`src/rtl/time_set_ctrl.sv`:
```
// time_set_ctrl: debounced three-button front end plus the run/set mode FSM
// for the six-digit BCD HH:MM:SS clock.
//
//  state  | meaning
//  RUN    | time advances on tick_1hz, inc/dec ignored
//  SET_HH | hours editable, time frozen
//  SET_MM | minutes editable, time frozen
//  SET_SS | seconds editable, time frozen
module time_set_ctrl #(
   parameter int DB_CYCLES = 1_000_000
) (
   input  logic       clk,
   input  logic       rst_n,
   input  logic       btn_mode,
   input  logic       btn_inc,
   input  logic       btn_dec,
   input  logic       tick_1hz,
   output logic [7:0] hh,
   output logic [7:0] mm,
   output logic [7:0] ss,
   output logic [1:0] blink_sel,
   output logic       set_active
);

   localparam int CW = $clog2(DB_CYCLES);
   localparam logic [CW-1:0] CNT_MAX = CW'(DB_CYCLES - 1);

   typedef enum logic [1:0] {RUN, SET_HH, SET_MM, SET_SS} state_t;

   // bit 0 mode, bit 1 inc, bit 2 dec
   logic [2:0]    sync1, sync2, stable, stable_d;
   logic [CW-1:0] db_cnt [0:2];
   logic          mode_press, inc_press, dec_press;

   state_t     state_q, state_d;
   logic [7:0] hh_d, mm_d, ss_d;
   logic [1:0] blink_d;

   function automatic logic [7:0] bcd_inc(input logic [7:0] v, input logic [7:0] max_v);
      if (v == max_v)
         return 8'h00;
      else if (v[3:0] == 4'd9)
         return {v[7:4] + 4'd1, 4'd0};
      else
         return {v[7:4], v[3:0] + 4'd1};
   endfunction

   function automatic logic [7:0] bcd_dec(input logic [7:0] v, input logic [7:0] max_v);
      if (v == 8'h00)
         return max_v;
      else if (v[3:0] == 4'd0)
         return {v[7:4] - 4'd1, 4'd9};
      else
         return {v[7:4], v[3:0] - 4'd1};
   endfunction

   // Synchronize, debounce and remember the previous debounced level per button.
   always_ff @(posedge clk) begin
      if (!rst_n) begin
         sync1    <= 3'b000;
         sync2    <= 3'b000;
         stable   <= 3'b000;
         stable_d <= 3'b000;
         for (int i = 0; i < 3; i++) db_cnt[i] <= '0;
      end else begin
         sync1    <= {btn_dec, btn_inc, btn_mode};
         sync2    <= sync1;
         stable_d <= stable;
         for (int i = 0; i < 3; i++) begin
            if (sync2[i] == stable[i]) begin
               db_cnt[i] <= '0;
            end else if (db_cnt[i] == CNT_MAX) begin
               stable[i] <= sync2[i];
               db_cnt[i] <= '0;
            end else begin
               db_cnt[i] <= db_cnt[i] + 1'b1;
            end
         end
      end
   end

   assign mode_press = stable[0] & ~stable_d[0];
   assign inc_press  = stable[1] & ~stable_d[1];
   assign dec_press  = stable[2] & ~stable_d[2];

   // Next state and next time; mode wins over edits, inc+dec together cancel.
   always_comb begin
      state_d = state_q;
      hh_d    = hh;
      mm_d    = mm;
      ss_d    = ss;
      blink_d = 2'b11;
      unique case (state_q)
         RUN: begin
            if (tick_1hz) begin
               if (ss == 8'h59) begin
                  ss_d = 8'h00;
                  if (mm == 8'h59) begin
                     mm_d = 8'h00;
                     hh_d = bcd_inc(hh, 8'h23);
                  end else begin
                     mm_d = bcd_inc(mm, 8'h59);
                  end
               end else begin
                  ss_d = bcd_inc(ss, 8'h59);
               end
            end
            if (mode_press) state_d = SET_HH;
         end
         SET_HH: begin
            if (mode_press)                  state_d = SET_MM;
            else if (inc_press && !dec_press) hh_d = bcd_inc(hh, 8'h23);
            else if (dec_press && !inc_press) hh_d = bcd_dec(hh, 8'h23);
         end
         SET_MM: begin
            if (mode_press)                  state_d = SET_SS;
            else if (inc_press && !dec_press) mm_d = bcd_inc(mm, 8'h59);
            else if (dec_press && !inc_press) mm_d = bcd_dec(mm, 8'h59);
         end
         SET_SS: begin
            if (mode_press)                  state_d = RUN;
            else if (inc_press && !dec_press) ss_d = bcd_inc(ss, 8'h59);
            else if (dec_press && !inc_press) ss_d = bcd_dec(ss, 8'h59);
         end
         default: state_d = RUN;
      endcase
      unique case (state_d)
         SET_HH:  blink_d = 2'b00;
         SET_MM:  blink_d = 2'b01;
         SET_SS:  blink_d = 2'b10;
         default: blink_d = 2'b11;
      endcase
   end

   // State and all outputs are registered.
   always_ff @(posedge clk) begin
      if (!rst_n) begin
         state_q    <= RUN;
         hh         <= 8'h00;
         mm         <= 8'h00;
         ss         <= 8'h00;
         blink_sel  <= 2'b11;
         set_active <= 1'b0;
      end else begin
         state_q    <= state_d;
         hh         <= hh_d;
         mm         <= mm_d;
         ss         <= ss_d;
         blink_sel  <= blink_d;
         set_active <= (state_d != RUN);
      end
   end

endmodule

```
`config.mk`:
```
export PLATFORM = sky130hd
export DESIGN_NAME = time_set_ctrl
export DESIGN_NICKNAME = d
export VERILOG_FILES = /design/src/rtl/time_set_ctrl.sv
export SDC_FILE = /design/constraint.sdc
export NUM_CORES = 1
export LEC_CHECK = 0
export ABC_AREA = 1
export BUFFER_PORTS_ARGS = -buffer_cell sky130_fd_sc_hd__clkbuf_2
export CAP_MARGIN = 40
export CORE_MARGIN = 4
export CORE_UTILIZATION = 39
export CTS_CLUSTER_SIZE = 14
export DETAILED_ROUTE_END_ITERATION = 12
export HOLD_SLACK_MARGIN = 0.02
export SLEW_MARGIN = 20
export SYNTH_ARGS = -nofsm -noshare
export SYNTH_HDL_FRONTEND = slang
export SYNTH_SLANG_ARGS = --single-unit
```
`constraint.sdc`:
```
create_clock -name clk -period 3.19 [get_ports clk]
set_input_delay 0.7975 -clock clk [delete_from_list [all_inputs] [get_ports clk]]
set_output_delay 0.7975 -clock clk [all_outputs]
set_load 0.03 [all_outputs]
```
# Word level (Yosys, flattened, before mapping)
# Memory sizes are Yosys's and may differ from the RTL's.
# Cells that the tools add are included.
[totals] register_bits=41 mem_bits_rw=60 inputBits=6 out_inout_bits=27 word_cells=182 n_memories=1
[op_classes] n_addsub=15 eq_ne=30 n_mux=79 n_bitwise=18 n_reduce_logical=24
[mem_list] memory="db_cnt" words=3 width=20 rd=3 rd_ports_with_merged_regs=0 write_ports=3 line="32" rtl="logic [CW-1:0] db_cnt [0:2];"
[op_table] op="$mux 8" n=27
[op_table] op="$mux 20" n=9
[op_table] op="$add 20x1->20 const B" n=3
[op_table] op="$eq 20x20->1 const B" n=3
[op_table] op="$pmux 8 s2" n=3
[op_table] op="$mux 1" n=34
[op_table] op="$add 4x1->4 const B" n=6
[op_table] op="$logic_not 8->1" n=3
[op_table] op="$sub 4x1->4 const B" n=6
[op_table] op="$eq 8x7->1 const B" n=2
[op_table] op="$eq 4x4->1 const B" n=3
[op_table] op="$logic_not 4->1" n=3
[op_table] op="$ne 2x2->1 const B" n=6
[op_table] op="$ne 4x4->1 const B" n=3
[op_table] op="$reduce_and 6->1" n=2
[op_table] op="$reduce_and 5->1" n=2
[op_table] op="$ne 3x3->1 const B" n=3
[op_table] op="$or 1x1->1" n=9
[op_table] op="$eq 2x2->1 const B" n=4
[op_table] op="$eq 8x6->1 const B" n=1
[op_table] op="$mux 2" n=4
[op_table] op="$pmux 2 s4" n=1
[op_table] op="$reduce_bool 2->1" n=4
[op_table] op="$reduce_and 7->1" n=1
[op_table] op="10 further kinds" n=24

# Logic depth before layout (Yosys ltp)
[logic_depth] word_depth=8 mapped_depth=12 ltp_nobuf=12

# Worst setup path before layout
# OpenSTA, ideal clock, no wires.
[synth_timing] kind="in2reg" start="in rst_n" end="mem db_cnt[2][17] in the netlist's numbering, data pin" setup_time_ns=0.146 arrival_ns=1.617 required_time_ns=3.044 path_slack_ns=1.427 cell_stages=6 path_buffers=2 cell_sequence="buf_2 > o21ai_0 > a21oi_1 > nand2_4 > buf_6 > a21oi_1"
[synth_rtl] element="from (decl)" line="13" rtl="input logic rst_n,"
[synth_rtl] element="to (decl)" line="32"

==> out/results.txt <==
outcome -> finished, final reports clean
Vias -> 5608
post-route ant nets -> 0
multi-input combinational cell area -> 3630 sq um
Crit Path Category -> reg -> reg
CTS tree -> done
Die Span Y -> 137 microns
area leader, netlist -> edfxtp_1
FMAX -> 0.465 GHz
WL/cell -> 11.4 microns
layout overhead on the synthesized area -> 13.8%
unrepaired setup endpoints after global routing -> false
GRT Util Overall -> 15.1%
vias in the first global route -> 5051
leakage power -> 3.21 nW
mapped cell area -> 6540 sq um
Primary FF master, synth -> edfxtp_1
Site Rows -> 47
Yosys reg bits -> 101
setup bufs post-CTS -> 0
Final Net Count -> 992
Req. time, crit path -> 3280 ps
Power Dens Cells -> 369 nW/um^2
DP Wirelength -> 10200 microns
Worst setup EP type -> flip-flop
crit share post-route -> 67.5%
clk root buf -> clkbuf_16
Worst-Margin Slew -> 692 ps
Initial DRC Count -> 365
async set-reset flop share out of synthesis -> 0%
HP Class -> reg -> reg
layout cells sized above 1 -> 9.88%
Post-synth EDFFs -> 60
Yosys top cell area share -> 27.6%
GRT overflow -> 0
slew margin rel. -> 53.8%
Final Hold Vio Count -> 0
CTS H-Tree Depth -> 3
fraction of the yosys area taken by sequential cells -> 40.1%
Critical Path AT -> 2240 ps
Die X -> 137 microns
drt drc -> 0
largest net degree at the start of global routing -> 21
Initial Util -> 39.6%
Total Power -> 2.74 mW
CTS sink count -> 101
Post-Synthesis Cells -> 863
Setup Skew -> 7.22 ps
Ports -> 33
first-pass GRT wire length -> 23200 microns
CTS buffer count -> 9
Distinct cells, synth -> 46
top cells by area, synth -> edfxtp_1, dfxtp_1, nand2_1, nor2_1, inv_1
Avg Cell Area, Syn -> 7.57 sq um
Final Setup Violations -> 0
post-DR vias/cell -> 4.74
Max Cap Viol -> 0
core area -> 16500 sq um
cts repair resizes -> 0
Post-Route WL -> 13500 microns
CTS hold repair buffers -> 0
crit path time final -> 2150 ps
die area -> 18900 sq um
# fillers -> 1669
drt pass-1 iters -> 7
Worst Setup Start Kind -> flip-flop
Clock Pin Slew Worst Setup and Hold Paths -> 70 ps
Port Buffers -> 32
Diodes inserted -> 0
Final Max Slew Viols -> 0
initial antenna violation count -> 0
routability cong. -> 0.858
Fin Setup TNS -> 0 ps
Seq. cell area -> 2620 sq um
Max Root-Sink Buffers -> 2
maximum net fanout on the critical path -> 20
Worst VDD drop -> 0.293 mV
Yosys Warn Count -> 0
worst skew pair latency -> 360 ps
[metal layers]
layer	part of all wire, %	vias up	track usage (%)	routed length (microns)
met5	0	-	0	0
met4	2.2	0	6.21	299
met3	3.0	20	2.37	400
met2	43	97	22.1	5750
met1	52	2505	22.2	7070
li1	-	2986	-	-
[Yosys cell counts (2+ instances only)]
cell,count
ha_1,29
buf_4,2
nand3b_1,9
a21oi_2,2
nor2_2,5
nand3_1,58
nor3b_1,3
inv_2,4
or2_2,5
nor3_1,23
buf_2,4
nand2_1,178
xor2_1,21
o21ai_0,45
nor3_2,4
nand2_4,3
o22ai_1,3
a21oi_1,51
inv_1,110
o211ai_1,2
or2_0,3
o21a_1,3
nor2_4,7
a31oi_1,4
o21ai_1,4
nand3_2,3
nand2_2,6
nor2_1,122
edfxtp_1,60
nand3_4,3
dfxtp_1,41
xnor2_1,9
nand4_1,24
[kinds of logic (layout without fill, tap and decap cells)]
| group | Yosys count | in the layout | share of synthesized area [%] |
|---|---|---|---|
| flip-flops | 101 | 101 | 40.1 |
| other | 1 | 60 | 0.0574 |
| AND/OR/NAND/NOR | 460 | 460 | 33.1 |
| buffers and inverters | 126 | 166 | 7.68 |
| adder cells (fa/ha/maj) | 29 | 29 | 5.55 |
| AO/OA/AOI/OAI | 116 | 116 | 9.44 |
| XOR/XNOR | 30 | 30 | 4.02 |
[worst max-delay path: stages (launching register included)]
cell and delay, ps:
edfxtp_1 440, ha_1 240, nand2_1 80, inv_1 90, nand2_2 100, nor2_2 150
nand3_1 110, nand2_1 550, nor2_1 110
[cell type report]
| type | instances | share of cell area [%] |
|---|---|---|
| multi-input cells | 695 | 48.8 |
| flip-flops and latches | 101 | 35.3 |
| inverters | 116 | 5.95 |
| well taps | 220 | 3.70 |
| clock buffers | 11 | 3.46 |
| repair buffers | 34 | 2.35 |
| clock inverters | 5 | 0.437 |
[sequential cells by signal, indices dropped and copies added (netlist names)]
register,flops
db_cnt,60
hh,8
mm,8
ss,8
stable,3
stable_d,3
sync1,3
sync2,3
blink_sel,2
state_q,2
set_active,1
[placed cells by master (no fill, tap or decap), types with 21 or more instances in the layout]
cell type,n
nand2_1,178
nor2_1,122
inv_1,110
edfxtp_1,60
conb_1,60
nand3_1,58
a21oi_1,51
o21ai_0,45
dfxtp_1,41
clkbuf_2,32
ha_1,29
nand4_1,24
nor3_1,23
xor2_1,21
[final timing paths]
check	startpoint	endpoint	slack [ps]	cells past startpoint
max	db_cnt[0][0]	db_cnt[0][15]	1040	8
min	sync1[2]	sync2[2]	420	2
max reg2reg	db_cnt[0][0]	db_cnt[0][15]	1040	8
min reg2reg	sync1[2]	sync2[2]	420	2
[through the flow]
step | setup WS (ps) | utilization (%) | instances | hold WS, ps | area [sq um]
2_1_floorplan | 1430 | - | 922 | 390 | 6760
3_3_place_gp | 959 | 43.3 | 1166 | 395 | 7150
3_5_place_dp | 888 | 43.3 | 1166 | 398 | 7150
4_1_cts | 994 | 45.0 | 1182 | 417 | 7440
5_1_grt | 797 | 45.0 | 1182 | 437 | 7440
6_report | 1040 | 45.0 | 1182 | 416 | 7440
[power breakdown]
| group | internal [mW] | switching (mW) | total [mW] |
|---|---|---|---|
| Clock | 0.585 | 0.508 | 1.09 |
| Sequential | 1.42 | 0.0505 | 1.47 |
| Combinational | 0.0570 | 0.119 | 0.176 |
| Total | 2.07 | 0.678 | 2.74 |
Note: power is estimated with default switching activity, not from simulation.
